`config.mk`:
```
export PLATFORM = sky130hd
export DESIGN_NAME = dm_arbiter_flat
export DESIGN_NICKNAME = d
export VERILOG_FILES = /design/src/rtl/dm_arbiter_if.sv /design/src/rtl/dm_arbiter.sv /design/src/flat_wrapper.sv
export SDC_FILE = /design/constraint.sdc
export NUM_CORES = 1
export LEC_CHECK = 0
export CAP_MARGIN = 10
export CORE_AREA = 10 10 218 220
export CTS_CLUSTER_DIAMETER = 60
export DETAILED_ROUTE_END_ITERATION = 8
export DIE_AREA = 0 0 228 230
export HOLD_SLACK_MARGIN = 0.12
export MAX_ROUTING_LAYER = met4
export SYNTH_ARGS = -nofsm -noshare
export SYNTH_HDL_FRONTEND = slang
export SYNTH_SLANG_ARGS = --single-unit
```
`constraint.sdc`:
```
create_clock -name clock -period 1.6 [get_ports clock]
set_clock_uncertainty 0.05 [all_clocks]
set_input_delay 0.48 -clock clock [delete_from_list [all_inputs] [get_ports clock]]
set_output_delay 0.48 -clock clock [all_outputs]
set_load 0.02 [all_outputs]
```
`src/rtl/dm_arbiter_if.sv`:
```
// Requester/memory bundle for the two-port data-memory arbiter.
interface dm_arbiter_if #(
    parameter int ADDR_W = 64,
    parameter int DATA_W = 64
);
    logic              req0;
    logic              req1;
    logic              we0;
    logic              we1;
    logic [ADDR_W-1:0] addr0;
    logic [ADDR_W-1:0] addr1;
    logic [DATA_W-1:0] wdata0;
    logic [DATA_W-1:0] wdata1;
    logic              gnt0;
    logic              gnt1;
    logic              rvalid0;
    logic              rvalid1;
    logic [DATA_W-1:0] rdata0;
    logic [DATA_W-1:0] rdata1;
    logic              mem_read_en;
    logic              mem_write_en;
    logic [ADDR_W-1:0] mem_addr;
    logic [DATA_W-1:0] mem_wdata;
    logic [DATA_W-1:0] mem_rdata;

    modport slave (
        input  req0, req1, we0, we1, addr0, addr1,
        input  wdata0, wdata1, mem_rdata,
        output gnt0, gnt1, rvalid0, rvalid1, rdata0, rdata1,
        output mem_read_en, mem_write_en, mem_addr, mem_wdata
    );

    modport master (
        output req0, req1, we0, we1, addr0, addr1,
        output wdata0, wdata1, mem_rdata,
        input  gnt0, gnt1, rvalid0, rvalid1, rdata0, rdata1,
        input  mem_read_en, mem_write_en, mem_addr, mem_wdata
    );
endinterface

```
`src/rtl/dm_arbiter.sv`:
```
// Two-port arbiter/sequencer for the single-port data memory.
// Define DM_ARB_ROUND_ROBIN_EN for round-robin ties (default: port 0 wins).
module dm_arbiter #(
    parameter int ADDR_W = 64,
    parameter int DATA_W = 64
) (
    input  logic         clock,
    input  logic         rst_n,
    dm_arbiter_if.slave  bus
);

`ifdef DM_ARB_ROUND_ROBIN_EN
    localparam bit RR = 1'b1;
`else
    localparam bit RR = 1'b0;
`endif

    typedef enum logic [1:0] {
        IDLE  = 2'd0,
        ISSUE = 2'd1,
        RESP  = 2'd2
    } state_t;

    state_t            state;
    logic              owner;
    logic              last;
    logic              cmd_we;
    logic              gnt0;
    logic              gnt1;
    logic              rvalid0;
    logic              rvalid1;
    logic              rd_en;
    logic              wr_en;
    logic [ADDR_W-1:0] m_addr;
    logic [DATA_W-1:0] m_wdata;

    logic              pick1;
    logic              sel_we;
    logic [ADDR_W-1:0] sel_addr;
    logic [DATA_W-1:0] sel_wdata;

    // A tie goes to port 1 only when round-robin is on and port 0 was last.
    always_comb begin
        pick1     = bus.req1 && (!bus.req0 || (RR && !last));
        sel_we    = pick1 ? bus.we1 : bus.we0;
        sel_addr  = pick1 ? bus.addr1 : bus.addr0;
        sel_wdata = pick1 ? bus.wdata1 : bus.wdata0;
    end

    always_ff @(posedge clock or negedge rst_n) begin
        if (!rst_n) begin
            state   <= IDLE;
            owner   <= 1'b0;
            last    <= 1'b1;
            cmd_we  <= 1'b0;
            gnt0    <= 1'b0;
            gnt1    <= 1'b0;
            rvalid0 <= 1'b0;
            rvalid1 <= 1'b0;
            rd_en   <= 1'b0;
            wr_en   <= 1'b0;
            m_addr  <= '0;
            m_wdata <= '0;
        end else begin
            gnt0    <= 1'b0;
            gnt1    <= 1'b0;
            rvalid0 <= 1'b0;
            rvalid1 <= 1'b0;
            rd_en   <= 1'b0;
            wr_en   <= 1'b0;
            m_addr  <= '0;
            m_wdata <= '0;
            unique case (state)
                IDLE: begin
                    if (bus.req0 || bus.req1) begin
                        owner   <= pick1;
                        last    <= pick1;
                        cmd_we  <= sel_we;
                        gnt0    <= !pick1;
                        gnt1    <= pick1;
                        rd_en   <= !sel_we;
                        wr_en   <= sel_we;
                        m_addr  <= sel_addr;
                        m_wdata <= sel_wdata;
                        state   <= ISSUE;
                    end
                end
                ISSUE: begin
                    if (cmd_we) begin
                        state <= IDLE;
                    end else begin
                        rvalid0 <= !owner;
                        rvalid1 <= owner;
                        state   <= RESP;
                    end
                end
                RESP: begin
                    state <= IDLE;
                end
                default: begin
                    state <= IDLE;
                end
            endcase
        end
    end

    // Memory read data is registered, so it is only valid during RESP.
    assign bus.rdata0       = rvalid0 ? bus.mem_rdata : '0;
    assign bus.rdata1       = rvalid1 ? bus.mem_rdata : '0;
    assign bus.gnt0         = gnt0;
    assign bus.gnt1         = gnt1;
    assign bus.rvalid0      = rvalid0;
    assign bus.rvalid1      = rvalid1;
    assign bus.mem_read_en  = rd_en;
    assign bus.mem_write_en = wr_en;
    assign bus.mem_addr     = m_addr;
    assign bus.mem_wdata    = m_wdata;

endmodule
```
`src/flat_wrapper.sv`:
```
// flat-port wrapper written by rule: the top's interface ports become plain ports
module dm_arbiter_flat 
#(
    parameter int ADDR_W = 64,
    parameter int DATA_W = 64
)
  (clock, rst_n, bus_req0, bus_req1, bus_we0, bus_we1, bus_addr0, bus_addr1, bus_wdata0, bus_wdata1, bus_mem_rdata, bus_gnt0, bus_gnt1, bus_rvalid0, bus_rvalid1, bus_rdata0, bus_rdata1, bus_mem_read_en, bus_mem_write_en, bus_mem_addr, bus_mem_wdata);
  dm_arbiter_if #(.ADDR_W(ADDR_W), .DATA_W(DATA_W)) bus_i ();
  input  logic clock;
  input  logic rst_n;
  input wire logic [$bits(bus_i.req0)-1:0] bus_req0;
  input wire logic [$bits(bus_i.req1)-1:0] bus_req1;
  input wire logic [$bits(bus_i.we0)-1:0] bus_we0;
  input wire logic [$bits(bus_i.we1)-1:0] bus_we1;
  input wire logic [$bits(bus_i.addr0)-1:0] bus_addr0;
  input wire logic [$bits(bus_i.addr1)-1:0] bus_addr1;
  input wire logic [$bits(bus_i.wdata0)-1:0] bus_wdata0;
  input wire logic [$bits(bus_i.wdata1)-1:0] bus_wdata1;
  input wire logic [$bits(bus_i.mem_rdata)-1:0] bus_mem_rdata;
  output wire logic [$bits(bus_i.gnt0)-1:0] bus_gnt0;
  output wire logic [$bits(bus_i.gnt1)-1:0] bus_gnt1;
  output wire logic [$bits(bus_i.rvalid0)-1:0] bus_rvalid0;
  output wire logic [$bits(bus_i.rvalid1)-1:0] bus_rvalid1;
  output wire logic [$bits(bus_i.rdata0)-1:0] bus_rdata0;
  output wire logic [$bits(bus_i.rdata1)-1:0] bus_rdata1;
  output wire logic [$bits(bus_i.mem_read_en)-1:0] bus_mem_read_en;
  output wire logic [$bits(bus_i.mem_write_en)-1:0] bus_mem_write_en;
  output wire logic [$bits(bus_i.mem_addr)-1:0] bus_mem_addr;
  output wire logic [$bits(bus_i.mem_wdata)-1:0] bus_mem_wdata;
  assign bus_i.req0 = bus_req0;
  assign bus_i.req1 = bus_req1;
  assign bus_i.we0 = bus_we0;
  assign bus_i.we1 = bus_we1;
  assign bus_i.addr0 = bus_addr0;
  assign bus_i.addr1 = bus_addr1;
  assign bus_i.wdata0 = bus_wdata0;
  assign bus_i.wdata1 = bus_wdata1;
  assign bus_i.mem_rdata = bus_mem_rdata;
  assign bus_gnt0 = bus_i.gnt0;
  assign bus_gnt1 = bus_i.gnt1;
  assign bus_rvalid0 = bus_i.rvalid0;
  assign bus_rvalid1 = bus_i.rvalid1;
  assign bus_rdata0 = bus_i.rdata0;
  assign bus_rdata1 = bus_i.rdata1;
  assign bus_mem_read_en = bus_i.mem_read_en;
  assign bus_mem_write_en = bus_i.mem_write_en;
  assign bus_mem_addr = bus_i.mem_addr;
  assign bus_mem_wdata = bus_i.mem_wdata;
  dm_arbiter #(.ADDR_W(ADDR_W), .DATA_W(DATA_W)) u_core (.clock(clock), .rst_n(rst_n), .bus(bus_i));
endmodule
```
==> flow_summary.ini <==
[power]
leak_pwr_nw = 6.64
ir_worst_vdd_v = 0.000749
power.density_nw_per_um2 = 1390

[finish]
storage_cell_area_um2 = 3460
finish.cell_count_without_fillers = 1714
nFillCells = 4367
final_nets = 1442
post_route_cells_drive_above_1_share_pct = 46.7
flow.area_growth_from_synthesis_pct = 142
multi_input_comb_area_um2 = 2310
diodes = 0

[global_routing]
grt_antenna_before_repair = 0
grt.total_usage_pct = 15.2
grt_pass1_wl_mm = 55.4
grt_max_degree = 44
grt.overflow.total = 0
grt_pass1_vias = 7461

[timing]
max_freq_mhz = 474
worst_slew_pin_slew_ns = 0.324
relSlewSlack_pct = 78.4
hold_viol_final = 0
grt_setup_unrepaired = true
finalHoldWorstSlack_ns = 0.404
fin_crit_sh_pct = 132
maxSlewViolCount = 0
final_setup_violating_endpoints = 130
final_critical_path_setup_slack_ns = -0.508
finalCriticalPeriod_ns = 2.11

[worst_setup_path]
critical_path.slowest_cell = sky130_fd_sc_hd__dfrtp_2
cpMostUsedCell = sky130_fd_sc_hd__buf_12
critPathLaunchType = flip-flop
timing_worst_setup_path_type = reg2out
arrival_time_of_data_at_the_critical_path_endpoint_ns = 1.58
slowest_delay_ns = 0.43
category_of_the_worst_setup_path_capture_point = output port
timing.critical_path.fanout_max = 8
cp.required_ns = 1.07
cp_cell_sequence = buf_12 -> buf_8 -> buf_6 -> and2_4 -> buf_12

[route]
drt_drc_violations_left = 0
vias = 6535
routed_wire_length_per_instance_um = 24.0
ant_nets = 0
drtIter0Drc = 243
drtPass1Iterations = 4
drt_wl_total_mm = 41.1
viasPerCell = 3.81

[clock_network]
cts_made_buffers = 17
h_tree_lvl_count = 4
clk_pin_slew_worst_paths_ns = 0.06
cts.root.buffer_cell = sky130_fd_sc_hd__clkbuf_16
cts_tree = built
clock-sinks = 138
clk_latency_ns = 0.44
cts_max_path_buffers = 2

[yosys]
yosysWarningCount = 0
yosys_register_bits = 138
synth_cells = 452
synthesis.area_um2 = 5760
avgSynthCellArea_um2 = 12.7
yosysUniqueCellTypes = 17
mappedNetlistNets = 778
yosysSeqAreaShare_pct = 60.0

[placement]
place.detailed.instances = 1653
hpwl_mm = 32.6
routabilityCongestion = 0.974
io_buf_count = 587

[worst_hold_path]
worst_hold_path_type = reg2reg

[floorplan]
initial_core_utilization_pct = 13.4
fp.dieW_um = 228
floorplan.die.height_um = 230
floorplan.rows = 76
placeableCoreArea_um2 = 42900
io-pin-count = 588
fp.dieArea_um2 = 52400

[outcome]
failed_checks = setup timing
run_status = complete, but fails checks

[flow_run]
cap_viol_max_count = 0
## final timing paths
path                                    start                       end  slack (ns)  depth (start not counted)
setup reg to reg              u_core.state[1]  u_core.bus.mem_wdata[32]        0.03                          5
hold / removal                   u_core.owner        u_core.bus.rvalid0        0.40                          1
min in group asynchronous               rst_n  u_core.bus.mem_wdata[38]        0.42                          2
max in group asynchronous               rst_n        u_core.bus.rvalid0        0.53                          3
hold reg to reg                  u_core.owner        u_core.bus.rvalid0        0.40                          1
setup / recovery           u_core.bus.rvalid1            bus_rdata1[61]       -0.51                          5
## cell families (layout without fill, tap and decap cells)
group	count (synthesis)	count (layout)	share of synthesized area, %
compound gates	130	130	19.7
simple gates	138	138	15.2
mux	2	2	0.348
flops	138	138	60.0
buf+inv	44	721	4.74
## routing by layer
metal	up-vias	track usage [%]	share of wire (%)
met5	-	-	0
met4	0	8.31	4.3
met3	49	5.06	7.5
met2	396	27.4	53
met1	3151	14.1	35
li1	2939	-	-
## cell usage after synthesis (all sizes together)
| cell type | instances | share of area, % |
|---|---|---|
| nor4b | 1 | 0.41 |
| nand2b | 1 | 0.11 |
| inv | 1 | 0.065 |
| buf | 28 | 3.7 |
| nor2b | 2 | 0.22 |
| and2 | 131 | 14 |
| clkbuf | 15 | 1.0 |
| a21oi | 1 | 0.087 |
| mux2i | 2 | 0.35 |
| a22o | 128 | 19 |
| nor2 | 2 | 0.13 |
| o21a | 1 | 0.13 |
| nor3b | 1 | 0.13 |
| dfrtp | 138 | 60 |
## area by class of cell
| cell class | instances | share of cell area, % |
|---|---|---|
| Sequential cell | 138 | 24.8 |
| Multi-Input combinational cell | 270 | 16.6 |
| Inverter | 1 | 0.0269 |
| Clock buffer | 19 | 3.24 |
| Timing Repair Buffer | 688 | 49.1 |
| Tap cell | 585 | 5.24 |
| Clock inverter | 13 | 1.03 |
## through the flow
stage	TNS (ns)	total power, mW	utilization (%)	setup WS, ns	area (um2)
4_1_cts	-61.61	19.6	32.2	-0.550	13800
2_1_floorplan	0	8.97	-	0.0100	5910
6_report	-54.88	19.4	32.5	-0.508	14000
5_1_grt	-61.23	20.3	32.5	-0.552	14000
3_5_place_dp	-114.77	14.9	30.9	-0.714	13200
3_3_place_gp	-113.98	14.9	30.9	-0.722	13200
## worst max-delay path: cells and delay by family, from the launching register on
kind	cells	cell delay, ns
buffers and inverters	4	0.55
DFF	1	0.43
and+or+nand+nor	1	0.14
## cell usage in the layout, fill, tap and decap left out, types with 2 or more instances in the layout
| cell | count |
|---|---|
| sky130_fd_sc_hd__and2_4 | 91 |
| sky130_fd_sc_hd__clkbuf_16 | 21 |
| sky130_fd_sc_hd__buf_16 | 11 |
| sky130_fd_sc_hd__and2_1 | 4 |
| sky130_fd_sc_hd__dfrtp_1 | 135 |
| sky130_fd_sc_hd__buf_2 | 145 |
| sky130_fd_sc_hd__nor2b_1 | 2 |
| sky130_fd_sc_hd__buf_6 | 80 |
| sky130_fd_sc_hd__inv_6 | 2 |
| sky130_fd_sc_hd__buf_4 | 70 |
| sky130_fd_sc_hd__a22o_1 | 127 |
| sky130_fd_sc_hd__clkdlybuf4s50_1 | 323 |
| sky130_fd_sc_hd__and2_2 | 36 |
| sky130_fd_sc_hd__bufinv_16 | 2 |
| sky130_fd_sc_hd__clkbuf_8 | 2 |
| sky130_fd_sc_hd__dfrtp_2 | 3 |
| sky130_fd_sc_hd__buf_12 | 50 |
| sky130_fd_sc_hd__nor2_1 | 2 |
| sky130_fd_sc_hd__buf_8 | 3 |
| sky130_fd_sc_hd__mux2i_1 | 2 |
| sky130_fd_sc_hd__clkinvlp_4 | 7 |
## where the power goes
part           leakage, nW  internal, mW  switching [mW]
logic                 4.56          5.24            5.34
registers             1.81          4.47           0.341
clock network        0.270          2.38            1.64
## timing repair
action,CTS,global route
hold buffers,1,0
setup buffers,13,4
setup endpoints to repair,254,164
pin swaps,29,5
endpoints found under the hold margin,16,0
gates cloned,9,4
resized for setup,1118,8
## sequential cells by signal, indices dropped and copies added (netlist names)
register,count
u_core.bus.mem_write_en,1
u_core.bus.mem_wdata,64
u_core.state,2
u_core.cmd_we,1
u_core.bus.gnt1,1
u_core.bus.rvalid0,1
u_core.owner,1
u_core.bus.mem_read_en,1
u_core.bus.rvalid1,1
u_core.bus.gnt0,1
u_core.bus.mem_addr,64
Power figures use the tool's default switching activity.
